==> config.mk <==
export PLATFORM = sky130hd
export DESIGN_NAME = tt_sweep_gen_flat
export DESIGN_NICKNAME = d
export VERILOG_FILES = /design/src/rtl/tt_sweep_gen_if.sv /design/src/rtl/tt_sweep_gen.sv /design/src/flat_wrapper.sv
export SDC_FILE = /design/constraint.sdc
export NUM_CORES = 1
export LEC_CHECK = 0
export BUFFER_PORTS_ARGS = -buffer_cell sky130_fd_sc_hd__buf_2
export CAP_MARGIN = 20
export CELL_PAD_IN_SITES_DETAIL_PLACEMENT = 0
export CELL_PAD_IN_SITES_GLOBAL_PLACEMENT = 2
export CORE_MARGIN = 4
export CORE_UTILIZATION = 30
export CTS_CLUSTER_SIZE = 40
export DETAILED_ROUTE_END_ITERATION = 10
export GPL_TIMING_DRIVEN = 0
export HOLD_SLACK_MARGIN = 0.12
export PLACE_DENSITY = 0.67
export SYNTH_ARGS = -nofsm -noshare
export SYNTH_HDL_FRONTEND = slang
export SYNTH_SLANG_ARGS = --single-unit
export TNS_END_PERCENT = 10
==> constraint.sdc <==
create_clock -name clk -period 6.95 [get_ports clk]
set_input_delay 0.3475 -clock clk [delete_from_list [all_inputs] [get_ports clk]]
set_output_delay 0.3475 -clock clk [all_outputs]
set_load 0.02 [all_outputs]
==> src/rtl/tt_sweep_gen_if.sv <==
// Bus between the truth-table sweep engine and its environment: control,
// expected vector, stimulus to the function under test, and sweep results.
interface tt_sweep_gen_if;
    logic        start;
    logic [15:0] exp_tt;
    logic        f_in;
    logic        a;
    logic        b;
    logic        c;
    logic        d;
    logic        busy;
    logic        done;
    logic        pass;
    logic [15:0] tt;
    logic [4:0]  mismatch_cnt;

    // Environment side: requests sweeps, supplies expectation and F
    modport master (
        output start,
        output exp_tt,
        output f_in,
        input  a,
        input  b,
        input  c,
        input  d,
        input  busy,
        input  done,
        input  pass,
        input  tt,
        input  mismatch_cnt
    );

    // Engine side
    modport slave (
        input  start,
        input  exp_tt,
        input  f_in,
        output a,
        output b,
        output c,
        output d,
        output busy,
        output done,
        output pass,
        output tt,
        output mismatch_cnt
    );
endinterface

==> src/rtl/tt_sweep_gen.sv <==
// Exhaustive 4-input truth-table sweep: drives {a,b,c,d} = 0..15, holds each
// index for HOLD_CYCLES cycles, samples F on the last cycle of the dwell and
// compares the captured table with exp_tt.
module tt_sweep_gen #(
    parameter int unsigned HOLD_CYCLES = 20
) (
    input  logic         clk,
    input  logic         rst_n,
    tt_sweep_gen_if.slave bus
);

    localparam int unsigned LP_IDX_W   = 4;
    localparam int unsigned LP_DWELL_W = 8;
    localparam int unsigned LP_TT_W    = 16;
    localparam int unsigned LP_CNT_W   = 5;

    localparam logic [LP_DWELL_W-1:0] LP_DWELL_LAST = LP_DWELL_W'(HOLD_CYCLES - 1);
    localparam logic [LP_IDX_W-1:0]   LP_IDX_LAST   = '1;

    typedef enum logic [1:0] {
        ST_IDLE = 2'd0,
        ST_RUN  = 2'd1,
        ST_DONE = 2'd2
    } state_t;

    state_t                r_state;
    logic [LP_IDX_W-1:0]   r_idx;
    logic [LP_DWELL_W-1:0] r_dwell;
    logic [LP_TT_W-1:0]    r_tt;
    logic [LP_CNT_W-1:0]   r_cnt;
    logic                  r_pass;
    logic                  r_done;
    logic                  r_busy;
    logic [LP_IDX_W-1:0]   r_abcd;

    state_t                w_state_nxt;
    logic [LP_IDX_W-1:0]   w_idx_nxt;
    logic [LP_DWELL_W-1:0] w_dwell_nxt;
    logic [LP_TT_W-1:0]    w_tt_nxt;
    logic [LP_CNT_W-1:0]   w_cnt_nxt;
    logic                  w_pass_nxt;
    logic                  w_done_nxt;
    logic                  w_busy_nxt;
    logic [LP_IDX_W-1:0]   w_abcd_nxt;

    logic                  w_miss;
    logic [LP_CNT_W-1:0]   w_cnt_inc;
    logic                  w_sample;

    // Mismatch at the current index and the count including it
    assign w_miss    = bus.f_in ^ bus.exp_tt[r_idx];
    assign w_cnt_inc = r_cnt + LP_CNT_W'(w_miss);
    assign w_sample  = (r_dwell == LP_DWELL_LAST);

    // State and registered outputs
    always_ff @(posedge clk or negedge rst_n) begin
        if (!rst_n) begin
            r_state <= ST_IDLE;
            r_idx   <= '0;
            r_dwell <= '0;
            r_tt    <= '0;
            r_cnt   <= '0;
            r_pass  <= 1'b0;
            r_done  <= 1'b0;
            r_busy  <= 1'b0;
            r_abcd  <= '0;
        end else begin
            r_state <= w_state_nxt;
            r_idx   <= w_idx_nxt;
            r_dwell <= w_dwell_nxt;
            r_tt    <= w_tt_nxt;
            r_cnt   <= w_cnt_nxt;
            r_pass  <= w_pass_nxt;
            r_done  <= w_done_nxt;
            r_busy  <= w_busy_nxt;
            r_abcd  <= w_abcd_nxt;
        end
    end

    // Next-state and next-output decode; outputs describe the following cycle
    always_comb begin
        w_state_nxt = r_state;
        w_idx_nxt   = r_idx;
        w_dwell_nxt = r_dwell;
        w_tt_nxt    = r_tt;
        w_cnt_nxt   = r_cnt;
        w_pass_nxt  = r_pass;
        w_done_nxt  = 1'b0;
        w_busy_nxt  = 1'b0;
        w_abcd_nxt  = r_abcd;

        case (r_state)
            ST_IDLE: begin
                w_abcd_nxt = '0;
                if (bus.start) begin
                    w_state_nxt = ST_RUN;
                    w_idx_nxt   = '0;
                    w_dwell_nxt = '0;
                    w_tt_nxt    = '0;
                    w_cnt_nxt   = '0;
                    w_pass_nxt  = 1'b0;
                    w_busy_nxt  = 1'b1;
                end
            end

            ST_RUN: begin
                w_busy_nxt  = 1'b1;
                w_abcd_nxt  = r_idx;
                w_dwell_nxt = r_dwell + LP_DWELL_W'(1);
                if (w_sample) begin
                    w_tt_nxt[r_idx] = bus.f_in;
                    w_cnt_nxt       = w_cnt_inc;
                    w_dwell_nxt     = '0;
                    if (r_idx == LP_IDX_LAST) begin
                        // Last index sampled: publish verdict, pulse done
                        w_state_nxt = ST_DONE;
                        w_busy_nxt  = 1'b0;
                        w_done_nxt  = 1'b1;
                        w_pass_nxt  = (w_cnt_inc == '0);
                    end else begin
                        w_idx_nxt  = r_idx + LP_IDX_W'(1);
                        w_abcd_nxt = r_idx + LP_IDX_W'(1);
                    end
                end
            end

            ST_DONE: begin
                w_state_nxt = ST_IDLE;
                w_abcd_nxt  = '0;
            end

            default: begin
                w_state_nxt = ST_IDLE;
                w_abcd_nxt  = '0;
            end
        endcase
    end

    assign bus.a            = r_abcd[3];
    assign bus.b            = r_abcd[2];
    assign bus.c            = r_abcd[1];
    assign bus.d            = r_abcd[0];
    assign bus.busy         = r_busy;
    assign bus.done         = r_done;
    assign bus.pass         = r_pass;
    assign bus.tt           = r_tt;
    assign bus.mismatch_cnt = r_cnt;

endmodule

==> src/flat_wrapper.sv <==
// flat-port wrapper written by rule: the top's interface ports become plain ports
module tt_sweep_gen_flat 
#(
    parameter int unsigned HOLD_CYCLES = 20
)
  (clk, rst_n, bus_start, bus_exp_tt, bus_f_in, bus_a, bus_b, bus_c, bus_d, bus_busy, bus_done, bus_pass, bus_tt, bus_mismatch_cnt);
  tt_sweep_gen_if bus_i ();
  input  logic clk;
  input  logic rst_n;
  input wire logic [$bits(bus_i.start)-1:0] bus_start;
  input wire logic [$bits(bus_i.exp_tt)-1:0] bus_exp_tt;
  input wire logic [$bits(bus_i.f_in)-1:0] bus_f_in;
  output wire logic [$bits(bus_i.a)-1:0] bus_a;
  output wire logic [$bits(bus_i.b)-1:0] bus_b;
  output wire logic [$bits(bus_i.c)-1:0] bus_c;
  output wire logic [$bits(bus_i.d)-1:0] bus_d;
  output wire logic [$bits(bus_i.busy)-1:0] bus_busy;
  output wire logic [$bits(bus_i.done)-1:0] bus_done;
  output wire logic [$bits(bus_i.pass)-1:0] bus_pass;
  output wire logic [$bits(bus_i.tt)-1:0] bus_tt;
  output wire logic [$bits(bus_i.mismatch_cnt)-1:0] bus_mismatch_cnt;
  assign bus_i.start = bus_start;
  assign bus_i.exp_tt = bus_exp_tt;
  assign bus_i.f_in = bus_f_in;
  assign bus_a = bus_i.a;
  assign bus_b = bus_i.b;
  assign bus_c = bus_i.c;
  assign bus_d = bus_i.d;
  assign bus_busy = bus_i.busy;
  assign bus_done = bus_i.done;
  assign bus_pass = bus_i.pass;
  assign bus_tt = bus_i.tt;
  assign bus_mismatch_cnt = bus_i.mismatch_cnt;
  tt_sweep_gen #(.HOLD_CYCLES(HOLD_CYCLES)) u_core (.clk(clk), .rst_n(rst_n), .bus(bus_i));
endmodule
==> results of run 1 <==
what timing repair did:
| action | CTS | global route |
|---|---|---|
| hold buffers | 0 | 1 |
| buffers inserted | 0 | 0 |
| hold endpoints to repair | 0 | 13 |
routing by layer:
metal,global-route usage,part of all wire,vias up,wire [um]
met5,0,0,-,0
met4,0.0391,0.0063,0,38
met3,0.0328,0.049,2,296
met2,0.213,0.46,52,2750
met1,0.213,0.49,909,2940
li1,-,-,933,-
synth_stat cells (2+ instances only):
| cell | n | area, um^2 |
|---|---|---|
| sky130_fd_sc_hd__o41ai_1 | 4 | 35.0 |
| sky130_fd_sc_hd__nor2b_1 | 2 | 12.5 |
| sky130_fd_sc_hd__nor2_1 | 10 | 37.5 |
| sky130_fd_sc_hd__mux4_1 | 3 | 78.8 |
| sky130_fd_sc_hd__and2_1 | 2 | 12.5 |
| sky130_fd_sc_hd__a31oi_1 | 2 | 12.5 |
| sky130_fd_sc_hd__a211oi_1 | 2 | 15.0 |
| sky130_fd_sc_hd__nand2_1 | 8 | 30.0 |
| sky130_fd_sc_hd__inv_1 | 6 | 22.5 |
| sky130_fd_sc_hd__nand4_1 | 2 | 12.5 |
| sky130_fd_sc_hd__nor3_1 | 5 | 25.0 |
| sky130_fd_sc_hd__nand2b_1 | 3 | 18.8 |
| sky130_fd_sc_hd__o211ai_1 | 10 | 75.1 |
| sky130_fd_sc_hd__a21o_1 | 2 | 15.0 |
| sky130_fd_sc_hd__nand4_2 | 3 | 37.5 |
| sky130_fd_sc_hd__clkbuf_1 | 11 | 41.3 |
| sky130_fd_sc_hd__nand3_1 | 9 | 45.0 |
| sky130_fd_sc_hd__and3_1 | 5 | 31.3 |
| sky130_fd_sc_hd__xnor2_1 | 2 | 17.5 |
| sky130_fd_sc_hd__o21ai_0 | 9 | 45.0 |
| sky130_fd_sc_hd__mux4_2 | 2 | 45.0 |
| sky130_fd_sc_hd__or3_1 | 2 | 12.5 |
| sky130_fd_sc_hd__mux2_2 | 3 | 33.8 |
| sky130_fd_sc_hd__a22o_1 | 11 | 96.3 |
| sky130_fd_sc_hd__buf_4 | 2 | 15.0 |
| sky130_fd_sc_hd__o311ai_0 | 4 | 35.0 |
| sky130_fd_sc_hd__mux2i_1 | 4 | 40.0 |
| sky130_fd_sc_hd__a21oi_1 | 7 | 35.0 |
| sky130_fd_sc_hd__dfrtp_1 | 42 | 1050 |
| sky130_fd_sc_hd__or2_2 | 3 | 18.8 |
| sky130_fd_sc_hd__ha_1 | 7 | 87.6 |
| sky130_fd_sc_hd__o31ai_1 | 11 | 82.6 |
power by group through the flow:
stage               clock network, mW  registers, mW  logic (mW)
floorplan                           0          0.359       0.170
global placement                    0          0.344       0.264
detailed placement                  0          0.344       0.264
CTS                             0.202          0.339       0.266
global route                    0.212          0.349       0.297
finish                          0.194          0.339       0.263
state kept, by name (all words and copies together), names as in the netlist:
name / flops
u_core.bus.done: 1
u_core.r_abcd: 4
u_core.bus.tt: 16
u_core.r_idx: 4
u_core.r_state: 2
u_core.r_dwell: 8
u_core.bus.pass: 1
u_core.bus.mismatch_cnt: 5
u_core.bus.busy: 1
worst max path at each step:
stage / end / startpoint / slack [ps] / cells past startpoint
floorplan: u_core.bus.mismatch_cnt[4] / u_core.r_idx[0] / 4010 / 10
global placement: u_core.bus.mismatch_cnt[4] / u_core.r_idx[0] / 3600 / 10
detailed placement: u_core.bus.mismatch_cnt[4] / u_core.r_idx[0] / 3630 / 10
CTS: u_core.bus.mismatch_cnt[4] / u_core.r_idx[0] / 3610 / 10
global route: u_core.bus.mismatch_cnt[4] / u_core.r_idx[1] / 3440 / 10
finish: u_core.bus.mismatch_cnt[4] / u_core.r_idx[0] / 3660 / 10
final cells by class:
class | count | area [um^2] | share of cell area
sequential | 42 | 1050 | 0.372
multi-input combinational | 149 | 1180 | 0.418
buffer | 15 | 72.6 | 0.0257
inverter | 6 | 22.5 | 0.00798
clock inverter | 3 | 40.0 | 0.0142
clock buffer | 5 | 68.8 | 0.0244
tap | 99 | 124 | 0.0439
timing repair buffer | 49 | 265 | 0.0940
kinds of logic after synthesis:
kind of cell | Yosys count | share of synthesized area
compound gates | 69 | 0.218
xor+xnor | 2 | 0.00754
fa+ha+maj | 7 | 0.0377
buf+inv | 21 | 0.0409
flops | 42 | 0.452
mux | 12 | 0.0850
simple gates | 59 | 0.159
per-stage QoR:
stage	cell area (um^2)	utilization	hold WS (ps)	total power, mW	instances
2_1_floorplan	2320	-	51.9	0.528	212
3_3_place_gp	2680	0.362	478	0.609	358
3_5_place_dp	2680	0.362	500	0.608	358
4_1_cts	2790	0.377	257	0.807	366
5_1_grt	2820	0.381	307	0.858	368
6_report	2820	0.381	298	0.796	368
==> results summary, run 1 <==
The run finished with clean final reports. The critical path goes through buf_6, mux4_1, mux4_2, xnor2_1, ha_1, ha_1, and3_1, nand3_1, mux2_2, a22o_1. Grouping stages by cell kind, the critical path spends the most delay in multiplexers. The critical path's largest stage delay came out at 560 ps. The detailed-route vias per instance came out at 5.15. The setup slack after placement came out at roughly 3600 ps. The portion of the post-synthesis area used by sequential elements came out at 0.452. The number of storage elements in the synthesis netlist is 42. The clock passes through at most 2 buffers. The number of detailed-routing iterations run before antenna repair is 4. The arrival time reported for the critical path endpoint came out at between 3000 and 4000 ps. The maximum number of pins on one net before global-route repair is 43. The HPWL after detailed placement is between 4000 and 5000 um. The class of the most critical hold timing path is in -> reg.

The floorplan die area is 9220 um^2. The final routed DRC violation total is 0. The number of buffer and inverter instances along the worst setup path is 1.

The boundary pin count came out at 48. The area growth from synthesis to layout is 21.4%. The max-capacitance violation count is 0. The cell area that synthesis handed to floorplanning was 2320 um^2.

The clock skew came out at 5.76 ps. After clock tree synthesis, the clock-pin slew on the worst setup and hold paths is 90 ps. STA puts the critical path data required time at 7140 ps.

The worst setup path is of the reg -> reg kind. Leaving out fill and tap cells, the most frequent cells in the layout are 48 x sky130_fd_sc_hd__buf_2, 42 x sky130_fd_sc_hd__dfrtp_1, 11 x sky130_fd_sc_hd__clkbuf_1, 11 x sky130_fd_sc_hd__a22o_1, 11 x sky130_fd_sc_hd__o31ai_1. Dividing the detail-routed wire length by the instance count gives 16.4 um.

The number of H-tree branching levels is 2. The internal power consumption came out at ~520 uW. The setup check on the worst reg-to-reg path leaves a slack of 3660 ps.

The filler cells instantiated in the layout total 745. The count of vias placed by the detailed router is between 1500 and 2000. In this run the critical register-to-register path is launched from u_core.r_idx[0]. The synthesized area per cell came out at 11.0 um^2. The post-synthesis async set-or-reset flop share came out at 1.00.

The combinational fraction of design power is 0.330. The number of warnings reported in the yosys synthesis log is 0. The number of nets with antenna violations after routing came out at 0. The relative slew slack came out at 0.572. Setup violations remaining at the end of the flow were counted as 0. The total power divided by cell area is 282 nW/um^2. VDD sags by at most 142 uV.

The repair_antennas step left the layout with diodes totalling 0. The number of cells produced by synthesis is 212. The number of flops mapped to enable cells by yosys is 0. The largest driver fanout on the critical path is 8. The total leakage power came out at 1.27 nW. After the last flow step, the layout net total stands at 295. The global-route total usage across every layer is 0.145.

The worst register-to-register path has a depth of 10. The highest attainable clock frequency came out at roughly 0.3 GHz. The number of clock buffers inserted by TritonCTS came out at 5.

The total overflow left after global routing is 0. Port buffering added between 40 and 50 buffers. The portion of total power attributed to sequential cells came out at 0.426. The startpoint identified for the worst hold timing path is bus_f_in. Dividing the final minimum period by the clock period gives 0.473.

The initial antenna violation count is 0. The proportion of total power due to net switching is 0.349. The first global-routing pass estimated 10300 um of wire.

The number of standard-cell rows in the floorplan came out at 31. The endpoint of the lowest-slack register-to-register path is u_core.bus.mismatch_cnt[4]. The hold-critical path endpoint is u_core.bus.tt[15]. The fraction of layout cells with a size suffix above 1 came out at 0.286. Setup repair after global routing left no endpoint under its margin.

The clock latency of the later-clocked register in the worst-skew pair is 290 ps. The count of cells along the worst hold path is 2. Wires add up to 6020 um. After the first detailed-routing iteration, the DRC count stood at 97.

The largest individual stage delay along the critical path comes from the cell sky130_fd_sc_hd__mux4_1. The number of gates resized after cts is 0. The TritonCTS sink count is 42. The cell that appears most often on the critical path is sky130_fd_sc_hd__ha_1.

The number of endpoints with negative hold slack in the final report came to 0. The starting density of the core is 0.314. The main flop type after synthesis is sky130_fd_sc_hd__dfrtp_1.

The worst setup path is captured at a register. After synthesis, the netlist uses 46 different library cells. The root buffer cell chosen for the clock tree is sky130_fd_sc_hd__clkbuf_8. The die is 96.0 um wide. The placeable core area came out at 7410 um^2.

The proportion of power drawn by the clock network came out at 0.243. The final weighted congestion in routability-driven placement is 0.732. The worst-case setup margin in the final layout came out at 3660 ps. STA classifies the critical path startpoint as a register. For this design the total switching power over the nets is 278 uW. TritonCTS built the clock tree. In the final timing run, aggregate negative setup slack is 0 ps. The worst path needs 3290 ps of the cycle, external delays included. The die boundary height is about 96 um. The number of global-route vias before repair is 1926. The count of final max-slew check failures is 0. Leaving out fill and tap cells, the most frequent cell in the layout is sky130_fd_sc_hd__buf_2. For the pin with the worst max-slew slack, the measured transition is 640 ps.

When the netlist entered floorplanning its net count stood at 239.
Power figures use the tool's default switching activity.
==> run 2, diff against run 1 <==
--- a/config.mk
+++ b/config.mk
@@ -15,7 +15,7 @@
 export DETAILED_ROUTE_END_ITERATION = 10
 export GPL_TIMING_DRIVEN = 0
 export HOLD_SLACK_MARGIN = 0.12
-export PLACE_DENSITY = 0.67
+export PLACE_DENSITY = 0.7
 export SYNTH_ARGS = -nofsm -noshare
 export SYNTH_HDL_FRONTEND = slang
 export SYNTH_SLANG_ARGS = --single-unit
==> constraint.sdc (replaced) <==
create_clock -name clk -period 2.8 [get_ports clk]
set_input_delay 0.14 -clock clk [delete_from_list [all_inputs] [get_ports clk]]
set_output_delay 0.14 -clock clk [all_outputs]
set_load 0.02 [all_outputs]
==> run 2 against run 1 <==
  * Via count up 2.1%
  * The run now ends with negative setup slack left
  * Die area unchanged
  * Hold slack better by 18 ps
  * Combinational power increased to 2.8 times the previous value
  * Critical path type unchanged
  * Maximum frequency up 11%
  * Largest cell class unchanged
==> results summary, run 2 (same netlist as run 1, synthesis figures left out) <==
The flow ran to the end, but the final reports show violations. The final reports fail on negative setup slack. The clock skew came out at 5.20 ps.

The finished layout holds approximately 370 standard cells, fillers aside. The number of antenna diodes in the final layout is 0. The count of final max-slew check failures came out at 0. The width of the die came out at 96.0 um.

For this run, the total global-route usage over all layers was measured as 0.143. The max-capacitance violation count is 0. The first detailed-routing pass ran for 4 iterations.

The final routed wirelength across all metal layers came out at approximately 6200 um. The arrival time reported for the critical path endpoint came out at 3150 ps. The number of H-tree branching levels is 2. The boundary pin count is 48. For the pin with the worst max-slew slack, the measured transition is 624 ps. The clock period minus final worst setup slack came out at roughly 3000 ps. The total grt overflow came out at 0.

The CTS tree is yes. The clock net in this run drives a total of 42 sinks. The detailed-route vias per instance came out at 5.18.

The first global-routing pass estimated 10100 um of wire. The data required time of the critical path came out at 2990 ps. For this configuration, the core starts out at a cell density of 0.314. The number of flip-flops under the largest register name is 16.

The first-iteration detailed-routing DRC count came out at 72. The final weighted congestion in routability-driven placement came out at about 0.73. Summed over all nets, the half-perimeter wirelength after detailed placement is 4290 um.

Relative to the synthesized area, the layout overhead comes to 26.2%. The type of the worst setup path is reg -> reg. The floorplan has 31 rows. The final-layout fill cell count is 776. The maximum number of buffers from clock root to sink is 2. The cell depth of the worst flop-to-flop path is 10. The number of setup violations in the final report is 3. The number of global-route vias before repair came out at 1938. The total leakage power came out at 1.31 nW. Leaving out fill and tap cells, the most frequent cell in the layout is sky130_fd_sc_hd__buf_2.

The number of endpoints with negative hold slack in the final report came out at 0. The initial antenna violation count came to 0. The fraction of layout cells with a size suffix above 1 came out at 0.342.

Port buffering added 47 buffers. The largest driver fanout on the critical path came out at 5. The routed layout has 1936 vias.

After clock tree synthesis, the clock-pin slew on the worst setup and hold paths is 80 ps. The final period utilization is 1.06. Entering global routing, the biggest net connects 43 pins. In this run, placement finished with an instance count of between 300 and 400.

The relative slew slack is 0.584. In the routed design, unresolved DRC markers number 0. Counting the buffers created by CTS gives 5. The die boundary height is around 96 um. The floorplan step defined a die boundary enclosing 9220 um^2. The worst hold path belongs to the class in -> async. The total area inside the core boundary comes to 7410 um^2. The finished cells cover between 2000 and 3000 um^2. The maximum ir drop on the vdd rail is 237 uV. The clock reaches the later pin of the worst-skew pair after ~300 ps. In the final routed layout, each cell accounts on average for 16.6 um. The worst setup path is launched from a register. At the end of the flow, the number of nets in the layout was approximately 300. Setup repair after global routing could not meet its margin everywhere.

Power spread over the standard cell area amounts to 682 nW/um^2. The type of element capturing the critical path is a register. The tree is rooted in a sky130_fd_sc_hd__clkbuf_8. In this run the remaining antenna-violating nets after routing total 0. After layout, the worst setup slack is -161 ps. The highest attainable clock frequency came out at 0.338 GHz.

The post-detailed-placement cell area is 2690 um^2. In the layout the commonest cells are 48 x sky130_fd_sc_hd__buf_2, 42 x sky130_fd_sc_hd__dfrtp_1, 11 x sky130_fd_sc_hd__a22o_1.
run 2: routing by layer:
metal,vias up,wire length (um),GRT usage
met5,-,0,0
met4,0,76,0.0415
met3,9,241,0.0297
met2,37,2820,0.221
met1,942,3070,0.201
li1,948,-,-
run 2: repair_timing:
action                     in CTS  in global routing
hold buffers                    2                  0
setup endpoints to repair       5                  4
pin swaps                       2                  3
gates cloned                    0                  0
buffers inserted                4                  2
gates resized for setup         3                  7
hold endpoints to repair       43                  0
run 2: area by class of cell:
class,count,area [um^2],share of cell area
Tap cell,99,124,0.0422
Multi-Input combinational cell,149,1250,0.427
Clock inverter,2,12.5,0.00426
Buffer,14,68.8,0.0235
Sequential cell,42,1050,0.358
Inverter,6,22.5,0.00768
Timing Repair Buffer,56,320,0.109
Clock buffer,6,82.6,0.0281
run 2: final timing paths:
kind / start / endpoint / slack, ps
worst max-delay path: u_core.r_idx[0] / u_core.bus.mismatch_cnt[4] / -160
worst min-delay path: rst_n / u_core.r_dwell[0] / 320
worst max register to register: u_core.r_idx[0] / u_core.bus.mismatch_cnt[4] / -160
worst min register to register: u_core.bus.tt[15] / u_core.bus.tt[15] / 500
max in group asynchronous: rst_n / u_core.bus.mismatch_cnt[4] / 2000
min in group clk: bus_start / u_core.r_dwell[5] / 410
run 2: report_power, final:
part | internal (mW) | total, mW | switching, mW
Sequential | 0.723 | 0.853 | 0.130
Clock | 0.198 | 0.418 | 0.219
Combinational | 0.350 | 0.731 | 0.381
run 2: critical path, cell delays in order (launching register included):
cell	delay, ps
sky130_fd_sc_hd__dfrtp_1	370
sky130_fd_sc_hd__buf_6	130
sky130_fd_sc_hd__mux4_2	500
sky130_fd_sc_hd__mux4_2	550
sky130_fd_sc_hd__xnor2_4	180
sky130_fd_sc_hd__ha_4	200
sky130_fd_sc_hd__ha_4	160
sky130_fd_sc_hd__and3_4	180
sky130_fd_sc_hd__nand3_2	70
sky130_fd_sc_hd__mux2_2	330
sky130_fd_sc_hd__a22o_1	170
run 2: stage by stage:
step	setup slack, ps	hold WS, ps	TNS [ps]	utilization	power (mW)
detailed placement	-393	380	-1190	0.363	1.53
finish	-161	316	-331	0.396	2.00
floorplan	-20.9	-156	-20.9	-	1.32
global placement	-427	386	-1260	0.363	1.52
CTS	-185	429	-405	0.385	1.99
global route	-247	365	-730	0.396	2.15
